File: src/rtl/crc_serial_pkg.sv
// Shared types and constants for the bit-serial CRC engine.
// Holds the FSM state enum, named polynomials and default INIT/XOROUT values.
package crc_serial_pkg;

    typedef enum logic {
        ACCUM = 1'b0,
        DONE  = 1'b1
    } state_e;

    localparam logic [7:0]  CRC8_SMBUS   = 8'h07;
    localparam logic [15:0] CRC16_CCITT  = 16'h1021;

    localparam logic [7:0]  CRC_INIT_DEF   = 8'h00;
    localparam logic [7:0]  CRC_XOROUT_DEF = 8'h00;

endpackage

File: src/rtl/crc_lfsr_step.sv
// One-bit LFSR step: folds a single data bit into a CRC register value.
// Ports: crc_i (current CRC), data_i (serial bit), poly_i (generator), crc_o (next CRC).
module crc_lfsr_step #(
    parameter int WIDTH = 8
) (
    input  logic [WIDTH-1:0] crc_i,
    input  logic             data_i,
    input  logic [WIDTH-1:0] poly_i,
    output logic [WIDTH-1:0] crc_o
);

    logic fb;

    assign fb    = crc_i[WIDTH-1] ^ data_i;
    assign crc_o = {crc_i[WIDTH-2:0], 1'b0} ^ (poly_i & {WIDTH{fb}});

endmodule

File: src/rtl/crc_serial_x1.sv
// Bit-serial CRC engine with framed valid/ready input and result handshake.
// Ports: clk, nrst; s_valid/s_ready/s_data/s_last in; abort; m_valid/m_ready/m_crc/m_len out.
module crc_serial_x1
    import crc_serial_pkg::*;
#(
    parameter int               WIDTH  = 8,
    parameter logic [WIDTH-1:0] POLY   = WIDTH'(CRC8_SMBUS),
    parameter logic [WIDTH-1:0] INIT   = WIDTH'(CRC_INIT_DEF),
    parameter logic [WIDTH-1:0] XOROUT = WIDTH'(CRC_XOROUT_DEF),
    parameter int               CNT_W  = 8
) (
    input  logic             clk,
    input  logic             nrst,
    input  logic             s_valid,
    output logic             s_ready,
    input  logic             s_data,
    input  logic             s_last,
    input  logic             abort,
    output logic             m_valid,
    input  logic             m_ready,
    output logic [WIDTH-1:0] m_crc,
    output logic [CNT_W-1:0] m_len
);

    state_e           state_q, state_d;
    logic [WIDTH-1:0] crc_q, crc_d;
    logic [CNT_W-1:0] cnt_q, cnt_d;
    logic [WIDTH-1:0] crc_step;

    crc_lfsr_step #(
        .WIDTH (WIDTH)
    ) u_step (
        .crc_i  (crc_q),
        .data_i (s_data),
        .poly_i (POLY),
        .crc_o  (crc_step)
    );

    always_ff @(posedge clk or negedge nrst) begin
        if (!nrst) begin
            state_q <= ACCUM;
            crc_q   <= INIT;
            cnt_q   <= '0;
        end else begin
            state_q <= state_d;
            crc_q   <= crc_d;
            cnt_q   <= cnt_d;
        end
    end

    always_comb begin
        state_d = state_q;
        crc_d   = crc_q;
        cnt_d   = cnt_q;
        unique case (state_q)
            ACCUM: begin
                if (s_valid) begin
                    crc_d = crc_step;
                    // Length sticks at all-ones on long frames.
                    if (cnt_q != {CNT_W{1'b1}}) begin
                        cnt_d = cnt_q + 1'b1;
                    end
                    if (s_last) begin
                        state_d = DONE;
                    end
                end
            end
            DONE: begin
                if (m_ready) begin
                    state_d = ACCUM;
                    crc_d   = INIT;
                    cnt_d   = '0;
                end
            end
            default: begin
                state_d = ACCUM;
            end
        endcase
        // Discard wins over any bit accept or result delivery.
        if (abort) begin
            state_d = ACCUM;
            crc_d   = INIT;
            cnt_d   = '0;
        end
    end

    assign s_ready = (state_q == ACCUM);
    assign m_valid = (state_q == DONE);
    assign m_crc   = crc_q ^ XOROUT;
    assign m_len   = cnt_q;

endmodule
File: config.mk
export PLATFORM = sky130hd
export DESIGN_NAME = crc_serial_x1
export DESIGN_NICKNAME = d
export VERILOG_FILES = /design/src/rtl/crc_serial_pkg.sv /design/src/rtl/crc_lfsr_step.sv /design/src/rtl/crc_serial_x1.sv
export SDC_FILE = /design/constraint.sdc
export NUM_CORES = 1
export LEC_CHECK = 0
export ABC_AREA = 1
export CAP_MARGIN = 15
export CORE_ASPECT_RATIO = 0.7
export CORE_MARGIN = 1.5
export CORE_UTILIZATION = 49
export CTS_BUF_LIST = sky130_fd_sc_hd__clkbuf_16
export DETAILED_ROUTE_END_ITERATION = 10
export GPL_TIMING_DRIVEN = 0
export HOLD_SLACK_MARGIN = 0.03
export PLACE_DENSITY_LB_ADDON = 0.08
export SYNTH_ARGS = -nofsm -noshare
export SYNTH_HDL_FRONTEND = slang
export SYNTH_HIERARCHICAL = 1
export SYNTH_SLANG_ARGS = --single-unit
File: constraint.sdc
create_clock -name clk -period 1.79 [get_ports clk]
set_input_delay 0.179 -clock clk [delete_from_list [all_inputs] [get_ports clk]]
set_output_delay 0.179 -clock clk [all_outputs]
set_load 0.005 [all_outputs]
==> results.cfg <==
[run_status]
status = completed

[yosys]
syn_area_per_cell_um2 = 7.88
ys_seq_area_share_pct = 35.5
ys_ff_latch = 17
syn_inst = 152
ys_types = 28
yosys_warnings = 6
netlist_area_um2 = 1200

[layout]
mostFrequentLayoutCells = nand2_1, clkdlybuf4s50_1, dfrtp_1, inv_1, conb_1
nNetsFinal = 202
drive_above_1_share_pct = 20.7
n_fill_cell = 185
final_common_cell = nand2_1
antenna_cells = 0
area_growth_syn_to_layout_pct = 34.1

[global_routing]
grt_usage_pct = 22.2
grt_overflow = 0
grt_max_degree = 18
grt_pass1_wl_um = 4460
antenna_found_initial = 0
grt_pass1_vias = 978

[sta]
fin_ws_ns = 0.313
slew_viol_final = 0
finalSetupViolCount = 0
fmax_mhz = 677
setup_tns_ns = 0
rsz0062_at_grt = no
finalHoldWorstSlack_ns = 0.386
post-route-min-period_ns = 1.48
fin_skew_ns = 0.00229
tightestPinTransition_ns = 0.764
timing.final.crit_share_pct = 82.5
finalHoldViolations = 0
relSlewSlack_pct = 48.9

[placed_design]
dp_slack_ns = 0.317
port_buffers = 24
dp_hpwl_um = 1940
place_congestion = 0.778

[die]
die_height_um = 44.4
initial_core_util_pct = 53.8
dieArea_um2 = 2750
pin_count = 25
coreArea_um2 = 2220
die_width_um = 62.1
num_rows = 14

[detailed_routing]
drt_iter0_drc = 79
viasPerCell = 4.83
first_pass_iters = 4
wl_um = 2610
drc = 0
detail_route.wl_per_cell_um = 11.6
vias = 1086
drtAntennaViolNets = 0

[critical_path]
cp_slowest_stage_delay_ns = 0.43
critPathLaunchType = flip-flop
r2r_slack_ns = 0.31
cp_top_family = simple AND/OR/NAND/NOR gates
timing.rr.end = m_len[5]$_DFFE_PN0P_
rr_worst_depth = 6
arrival_ns = 1.64
critPathKind = reg2reg
worstReg2RegStart = m_len[0]$_DFFE_PN0P_
worstPathRequired_ns = 1.96
end_kind = flip-flop
crit_path_cell_trace = ha_1 -> nand2_1 -> nor2_1 -> nand2_1 -> nand4_2 -> o21ai_2
cp_common_cell = nand2_1
crit_buf_inv = 0
slowest_stage = dfrtp_1
path_max_fanout = 5

[clocking]
cts_buffer_depth = 2
cts_made_buffers = 3
cts_root_buf = clkbuf_16
cts_tree = built
ctsHtreeMaxLevel = 1
cts_hold_buf = 0
cts_sinks = 17
path_clk_slew_ns = 0.05
post_cts_resized = 0
clock_latency_ns = 0.24
cts_setup_buffers = 0

[flow_run]
drv_cap = 0

[power]
p_per_area_nw_per_um2 = 707
leakagePower_nw = 0.740
peakVddDrop_v = 0.000711

[worst_hold_path]
hp-class = in2async
[state kept, by name, indices dropped and copies added, names as in the netlist]
name	count
m_len	8
m_crc	8
m_valid	1
[Yosys cell counts, drive strengths merged]
master	instances	area, um^2
nand2	60	298
inv	18	70.1
dfrtp	17	425
o21ai	15	101
nand3	13	85.1
nand4	8	56.3
nor2	7	48.8
buf	4	42.5
conb	2	7.51
o21bai	2	15.0
and3	1	6.26
ha	1	12.5
nor3	1	5.00
or2	1	6.26
xnor2	1	8.76
xor2	1	8.76
[metrics by stage]
stage                     util (%)  std cells  instance area, um^2  total power, mW
after global routing          72.2        225                 1610             1.20
final                         72.2        225                 1610             1.14
after CTS                     72.2        225                 1610             1.14
after global placement        68.6        221                 1530            0.697
after detailed placement      68.6        221                 1530            0.704
after floorplan                  -        165                 1250            0.597
[report_power, final]
group          internal [mW]  total, mW  switching (mW)
combinational          0.126      0.258           0.132
clock                  0.296      0.433           0.137
sequential             0.411      0.444          0.0327
[worst max-delay path by stage]
stage                                 endpoint  slack (ns)  depth (start not counted)                 start
final                     m_len[5]$_DFFE_PN0P_        0.31                          6  m_len[0]$_DFFE_PN0P_
after global routing      m_len[5]$_DFFE_PN0P_        0.20                          6  m_len[0]$_DFFE_PN0P_
after CTS                 m_len[5]$_DFFE_PN0P_        0.29                          6  m_len[0]$_DFFE_PN0P_
after detailed placement  m_len[1]$_DFFE_PN0P_        0.32                          8                 abort
after global placement    m_len[3]$_DFFE_PN0P_        0.33                          6                 abort
after floorplan           m_len[0]$_DFFE_PN0P_        0.49                          6  m_len[0]$_DFFE_PN0P_
[layer usage]
layer	up-vias	GRT usage, %	share of wire, %
met2	31	34.2	46
li1	551	-	-
met1	502	32.3	49
met3	2	4.68	4.8
met5	-	0	0
met4	0	4.68	0.34
[area by class of cell]
cell class | count | area (um^2) | area share [%]
well taps | 32 | 40.0 | 2.49
plain buffers | 4 | 42.5 | 2.65
repair buffers | 24 | 240 | 15.0
clock inverters | 1 | 3.75 | 0.234
multi-input cells | 126 | 708 | 44.1
inverters | 18 | 70.1 | 4.36
clock buffers | 3 | 75.1 | 4.68
flip-flops and latches | 17 | 425 | 26.5
[cells by family after synthesis]
group	after synthesis	synth area share [%]
compound gates	17	9.72
buf+inv	22	9.40
simple gates	91	42.2
other cells	2	0.627
flops	17	35.5
fa+ha+maj	1	1.04
xor+xnor	2	1.46
Power figures use the tool's default switching activity.
